$ cat config.mk
export PLATFORM = sky130hd
export DESIGN_NAME = sobel_wr_packer
export DESIGN_NICKNAME = d
export VERILOG_FILES = /design/src/rtl/pix_pack_pkg.sv /design/src/rtl/pack_fifo.sv /design/src/rtl/sobel_wr_packer.sv
export SDC_FILE = /design/constraint.sdc
export NUM_CORES = 1
export LEC_CHECK = 0
export ABC_AREA = 1
export CAP_MARGIN = 10
export CORE_MARGIN = 2
export CORE_UTILIZATION = 50
export CTS_BUF_LIST = sky130_fd_sc_hd__clkbuf_4
export DETAILED_ROUTE_END_ITERATION = 8
export GPL_ROUTABILITY_DRIVEN = 0
export HOLD_SLACK_MARGIN = 0.03
export PLACE_DENSITY_LB_ADDON = 0.1
export SYNTH_ARGS = -nofsm -noshare
export SYNTH_HDL_FRONTEND = slang
export SYNTH_HIERARCHICAL = 1
export SYNTH_SLANG_ARGS = --single-unit
$ cat constraint.sdc
create_clock -name sclk -period 6.2 [get_ports sclk]
set_clock_uncertainty 0.05 [all_clocks]
set_input_delay 1.55 -clock sclk [delete_from_list [all_inputs] [get_ports sclk]]
set_output_delay 1.55 -clock sclk [all_outputs]
set_load 0.01 [all_outputs]
$ cat src/rtl/pix_pack_pkg.sv
`default_nettype none
// +------------------------------------------------------------------+
// | Module  : pix_pack_pkg                                           |
// | Purpose : shared widths, FSM encoding and lane helper for the    |
// |           RGB565 -> 64-bit write packer                          |
// | Revision: 1.0                                                    |
// +------------------------------------------------------------------+
package pix_pack_pkg;

  localparam int PIX_W      = 16;
  localparam int LANES      = 4;
  localparam int WORD_W     = PIX_W * LANES;
  localparam int LANE_IDX_W = $clog2(LANES);

  typedef logic [1:0] state_t;

  localparam state_t ST_IDLE   = 2'd0;
  localparam state_t ST_ACTIVE = 2'd1;
  localparam state_t ST_DRAIN  = 2'd2;

  function automatic logic [WORD_W-1:0] lane_insert(
    input logic [WORD_W-1:0]     word,
    input logic [LANE_IDX_W-1:0] lane,
    input logic [PIX_W-1:0]      pix
  );
    logic [WORD_W-1:0] r;
    r = word;
    r[lane*PIX_W +: PIX_W] = pix;
    return r;
  endfunction

endpackage
`default_nettype wire

$ cat src/rtl/pack_fifo.sv
`default_nettype none
// +------------------------------------------------------------------+
// | Module  : pack_fifo                                              |
// | Purpose : synchronous first-word-fall-through FIFO with clear    |
// | Revision: 1.0                                                    |
// +------------------------------------------------------------------+
module pack_fifo #(
  parameter int WIDTH = 65,
  parameter int DEPTH = 8
) (
  input  logic                   clk_i,
  input  logic                   rst_ni,
  input  logic                   clr_i,
  input  logic                   wr_en_i,
  input  logic [WIDTH-1:0]       wr_data_i,
  input  logic                   rd_en_i,
  output logic [WIDTH-1:0]       rd_data_o,
  output logic                   empty_o,
  output logic                   full_o,
  output logic [$clog2(DEPTH):0] count_o
);

  localparam int            AW       = $clog2(DEPTH);
  localparam logic [AW:0]   FULL_CNT = (AW+1)'(DEPTH);
  localparam logic [AW:0]   CNT_ONE  = (AW+1)'(1);
  localparam logic [AW-1:0] PTR_ONE  = AW'(1);

  logic [WIDTH-1:0] mem_q [DEPTH];
  logic [AW-1:0]    wr_ptr_q, wr_ptr_d;
  logic [AW-1:0]    rd_ptr_q, rd_ptr_d;
  logic [AW:0]      cnt_q, cnt_d;
  logic             do_wr, do_rd;

  assign empty_o = (cnt_q == '0);
  assign full_o  = (cnt_q == FULL_CNT);
  assign do_rd   = rd_en_i & ~empty_o;
  // A write into a full FIFO only lands when a read frees the slot in the same cycle.
  assign do_wr   = wr_en_i & (~full_o | do_rd);

  always_comb begin
    wr_ptr_d = wr_ptr_q;
    rd_ptr_d = rd_ptr_q;
    cnt_d    = cnt_q;
    if (clr_i) begin
      wr_ptr_d = '0;
      rd_ptr_d = '0;
      cnt_d    = '0;
    end else begin
      if (do_wr) wr_ptr_d = wr_ptr_q + PTR_ONE;
      if (do_rd) rd_ptr_d = rd_ptr_q + PTR_ONE;
      case ({do_wr, do_rd})
        2'b10:   cnt_d = cnt_q + CNT_ONE;
        2'b01:   cnt_d = cnt_q - CNT_ONE;
        default: cnt_d = cnt_q;
      endcase
    end
  end

  always_ff @(posedge clk_i or negedge rst_ni) begin
    if (!rst_ni) begin
      wr_ptr_q <= '0;
      rd_ptr_q <= '0;
      cnt_q    <= '0;
    end else begin
      wr_ptr_q <= wr_ptr_d;
      rd_ptr_q <= rd_ptr_d;
      cnt_q    <= cnt_d;
    end
  end

  always_ff @(posedge clk_i) begin
    if (do_wr && !clr_i) mem_q[wr_ptr_q] <= wr_data_i;
  end

  assign rd_data_o = empty_o ? '0 : mem_q[rd_ptr_q];
  assign count_o   = cnt_q;

endmodule
`default_nettype wire

$ cat src/rtl/sobel_wr_packer.sv
`default_nettype none
// +------------------------------------------------------------------+
// | Module  : sobel_wr_packer                                        |
// | Purpose : packs RGB565 pixels four per 64-bit word into a FWFT   |
// |           FIFO feeding a write master. PIX_PACK_FLUSH_EN flushes |
// |           partial words zero-padded at line end.                 |
// | Revision: 1.0                                                    |
// +------------------------------------------------------------------+
module sobel_wr_packer
  import pix_pack_pkg::*;
#(
  parameter int H_ACTIVE   = 1280,
  parameter int V_ACTIVE   = 720,
  parameter int FIFO_DEPTH = 8
) (
  input  logic              sclk,
  input  logic              rst_n,
  input  logic [PIX_W-1:0]  rx_data,
  input  logic              pi_flag,
  input  logic              frame_start,
  output logic [WORD_W-1:0] wr_data,
  output logic              wr_valid,
  input  logic              wr_ready,
  output logic              wr_last,
  output logic              frame_done,
  output logic              ovf,
  output logic [15:0]       line_cnt
);

  localparam int                    CNT_W    = $clog2(FIFO_DEPTH) + 1;
  localparam logic [15:0]           H_LAST   = 16'(H_ACTIVE - 1);
  localparam logic [15:0]           V_LAST   = 16'(V_ACTIVE - 1);
  localparam logic [CNT_W-1:0]      ONE_WORD = CNT_W'(1);
  localparam logic [LANE_IDX_W-1:0] LANE_TOP = LANE_IDX_W'(LANES - 1);
  localparam logic [LANE_IDX_W-1:0] LANE_ONE = LANE_IDX_W'(1);
`ifdef PIX_PACK_FLUSH_EN
  localparam logic FLUSH_EN = 1'b1;
`else
  localparam logic FLUSH_EN = 1'b0;
`endif

  state_t                state_q, state_d;
  logic [LANE_IDX_W-1:0] lane_q, lane_d, lane_cur;
  logic [15:0]           pix_q, pix_d, pix_cur;
  logic [15:0]           line_q, line_d, line_cur;
  logic [WORD_W-1:0]     word_q, word_d, word_cur, word_ins;
  logic                  push_q, push_d;
  logic [WORD_W-1:0]     push_data_q, push_data_d;
  logic                  push_last_q, push_last_d;
  logic                  ovf_q, ovf_d;
  logic                  accept, line_end;

  logic [WORD_W:0]       fifo_rd;
  logic                  fifo_empty, fifo_full, fifo_pop;
  logic [CNT_W-1:0]      fifo_cnt;

  assign fifo_pop = wr_valid & wr_ready;

  always_comb begin
    state_d     = state_q;
    push_d      = 1'b0;
    push_data_d = push_data_q;
    push_last_d = push_last_q;
    ovf_d       = ovf_q | (push_q & fifo_full & ~fifo_pop);
    frame_done  = 1'b0;
    // frame_start restarts everything; a coincident pixel lands as pixel 0.
    lane_cur    = frame_start ? '0 : lane_q;
    pix_cur     = frame_start ? '0 : pix_q;
    line_cur    = frame_start ? '0 : line_q;
    word_cur    = frame_start ? '0 : word_q;
    lane_d      = lane_cur;
    pix_d       = pix_cur;
    line_d      = line_cur;
    word_d      = word_cur;
    word_ins    = lane_insert(word_cur, lane_cur, rx_data);
    line_end    = (pix_cur == H_LAST);
    accept      = pi_flag & (frame_start | (state_q == ST_ACTIVE));

    if (frame_start) begin
      state_d = ST_ACTIVE;
      ovf_d   = 1'b0;
    end

    if (accept) begin
      push_d      = (lane_cur == LANE_TOP) | (FLUSH_EN & line_end);
      push_data_d = word_ins;
      push_last_d = line_end;
      // Lanes above the write position stay zero, which provides the flush padding.
      word_d      = (push_d | line_end) ? '0 : word_ins;
      lane_d      = (push_d | line_end) ? '0 : lane_cur + LANE_ONE;
      pix_d       = line_end ? '0 : pix_cur + 16'd1;
      line_d      = line_end ? line_cur + 16'd1 : line_cur;
      if (line_end && (line_cur == V_LAST)) state_d = ST_DRAIN;
    end

    if (!frame_start && (state_q == ST_DRAIN) && !push_q) begin
      if (fifo_empty) begin
        state_d = ST_IDLE;
      end else if (fifo_pop && (fifo_cnt == ONE_WORD)) begin
        state_d    = ST_IDLE;
        frame_done = 1'b1;
      end
    end
  end

  always_ff @(posedge sclk or negedge rst_n) begin
    if (!rst_n) begin
      state_q     <= ST_IDLE;
      lane_q      <= '0;
      pix_q       <= '0;
      line_q      <= '0;
      word_q      <= '0;
      push_q      <= 1'b0;
      push_data_q <= '0;
      push_last_q <= 1'b0;
      ovf_q       <= 1'b0;
    end else begin
      state_q     <= state_d;
      lane_q      <= lane_d;
      pix_q       <= pix_d;
      line_q      <= line_d;
      word_q      <= word_d;
      push_q      <= push_d;
      push_data_q <= push_data_d;
      push_last_q <= push_last_d;
      ovf_q       <= ovf_d;
    end
  end

  pack_fifo #(
    .WIDTH (WORD_W + 1),
    .DEPTH (FIFO_DEPTH)
  ) u_fifo (
    .clk_i     (sclk),
    .rst_ni    (rst_n),
    .clr_i     (frame_start),
    .wr_en_i   (push_q),
    .wr_data_i ({push_last_q, push_data_q}),
    .rd_en_i   (fifo_pop),
    .rd_data_o (fifo_rd),
    .empty_o   (fifo_empty),
    .full_o    (fifo_full),
    .count_o   (fifo_cnt)
  );

  assign wr_valid = ~fifo_empty;
  assign wr_data  = fifo_rd[WORD_W-1:0];
  assign wr_last  = fifo_rd[WORD_W];
  assign ovf      = ovf_q;
  assign line_cnt = line_q;

endmodule
`default_nettype wire
==> metrics.cfg <==
[outcome]
status = finished clean

[clock_tree]
cts.clk_slew.worst_paths_ps = 60
clockBufferDepth = 3
cts-hold-fix-buffers = 0
cts_setup_buffers = 0
clock-sinks = 697
clkLatencyLatePin_ps = 1040
root_buffer = clkbuf_4
numCtsBuffers = 178
cts_max_level = 4
cts_tree = done
ctsResizeCount = 0

[worst_setup_path]
startpoint_type = flop
reg2reg_slack_ps = 2780
crit_type = flop to primary output
critPathMaxFanout = 121
crit_end = wr_data[51]
cp-end-kind = primary output
timing.rr.end = u_fifo/mem_q[0][14]
r2r-start = u_fifo/count_o[0]
crit_required_ps = 4600
startpoint = u_fifo/rd_ptr_q[0]
cp.arrival_ps = 4240
reg2regPathDepth = 13

[synth]
synth_area_sq_um = 29000
synth_area_leaders = edfxtp_1 (54%), dfrtp_1 (15%), nor2_1 (6.2%)
synthCells = 2589
synth_fp_nets = 2622
synth_area_leader_cell = edfxtp_1
netlist.area_leader.share = 0.538
syn_area_per_cell_sq_um = 11.2
yosysUniqueCellTypes = 40
synth_seq_cells = 697
yosys_warnings = 6
ys_seq_area_frac = 0.690

[detailed_routing]
drtPass1Iterations = 5
wirelength_microns = 71300
wl_per_cell_microns = 19.5
drc = 0
drt_iter0_drc = 1650
ant_nets = 0
via_per_inst = 5.48
vias = 20100

[power]
p_per_area_nw_per_um2 = 310
vdd_drop_max_v = 0.000192
leakage_nw = 12.6

[sta]
fin_crit_sh = 0.942
worstMarginPinSlew_ps = 1060
tns_ps = 0
hold_viol = 0
period_minus_slack_ps = 5840
timing.fmax_mhz = 171
fin_ws_ps = 360
slew_viol_final = 0
final-setup-viol-count = 0
rsz0062_at_grt = no
relSlewSlack = 0.294

[grt]
antenna_found_initial = 4
grt_use_total = 0.241
grt_pass1_vias = 19900
overflow = 0
grt_max_degree = 139
grt_pass1_wl_microns = 111000

[floorplan]
ios = 105
rows = 88
core_sq_um = 57600
initial_core_util = 0.504
die_area_sq_um = 60000
die_h_microns = 245
die_x_microns = 245

[final_layout]
final_nets = 2782
drive_above_1_share = 0.145
final_common_cell = edfxtp_1
layout_common_cells = edfxtp_1 (520), nor2_1 (469), nand2_1 (373), clkbuf_4 (278), o21ai_0 (270)
area_growth_pct = 13.3

[placed_design]
pre_cts_ws_ps = 1370
dpl.hpwl_microns = 37700
numPortBuffers = 104

[flow_run]
max_cap_viol_count = 0

[hold_path]
hp-class = flop to flop

[cells in the mapped netlist (all sizes together)]
master and instances:
clkbuf 73, nand3b 3, nor2 536, buf 91, nand2 381, nor3 9, ha 12, o22ai 125
a31oi 67, nand3 35, nand4 13, nor4 1, dfrtp 177, edfxtp 520, a21oi 9, a31o 1
a211oi 1, clkinv 2, a22oi 1, o21bai 1, and2 1, xnor2 4, inv 99, o21ai 412
xor2 15
[how the worst min path moves through the flow]
stage	startpoint	endpoint	slack (ps)	cells after the start
finish	ovf	ovf	460	2
global placement	ovf	ovf	440	2
global route	ovf	ovf	500	2
detailed placement	ovf	ovf	450	2
floorplan	word_q[54]	word_q[54]	430	2
CTS	ovf	ovf	470	2
[area by class of cell]
class                           count  area (sq um)
Antenna cell                        5          12.5
Clock buffer                      278          2090
Clock inverter                     40           181
Fill cell                        4902         24700
Inverter                          101           394
Multi-Input combinational cell   1627          7710
Sequential cell                   697         20100
Tap cell                          765           957
Timing Repair Buffer              144          1490
[per-layer routing]
metal / routed length [microns] / GRT usage / vias to the layer above
li1: - / - / 9510
met1: 31300 / 0.323 / 9844
met2: 34400 / 0.388 / 589
met3: 3910 / 0.0545 / 105
met4: 1590 / 0.0857 / 4
met5: 20 / 0 / -
[registers in the layout, indices dropped and copies added, names as in the netlist]
name,flops
pix_q,16
u_fifo/wr_ptr_q,3
word_q,64
line_cnt,16
push_last_q,1
ovf,1
push_data_q,64
state_q,2
lane_q,2
u_fifo/count_o,4
u_fifo/rd_ptr_q,3
push_q,1
u_fifo/mem_q,520
[critical path: stages (launching register included)]
cell and delay, ps:
dfrtp_4 460, buf_12 440, buf_4 720, nor2_1 120
nor2_1 100, o21ai_0 80, o21ai_1 110, o21ai_1 70
a31oi_1 340, clkdlybuf4s50_1 620
[power by group]
| group | switching [W] | total, W | leakage (nW) | internal (W) |
|---|---|---|---|---|
| sequential | 0.0000489 | 0.00508 | 7.26 | 0.00504 |
| combinational | 0.000727 | 0.00126 | 3.98 | 0.000534 |
| clock | 0.00178 | 0.00385 | 1.37 | 0.00207 |
[stage by stage]
step	utilization	power, W	cell area [sq um]	cells	hold WS [ps]
6_report	0.571	0.0102	32900	3657	458
5_1_grt	0.571	0.0107	32900	3657	497
4_1_cts	0.571	0.0103	32900	3652	466
3_5_place_dp	0.532	0.00645	30600	3334	446
3_3_place_gp	0.532	0.00645	30600	3334	441
2_1_floorplan	-	0.00582	29000	2589	431
[cells by family after synthesis]
| logic type | synth area share |
|---|---|
| buf+inv | 0.0466 |
| xor+xnor | 0.00573 |
| compound gates | 0.115 |
| simple gates | 0.137 |
| flops | 0.690 |
| fa+ha+maj | 0.00517 |
No activity file was read; power rests on OpenSTA's default activity.
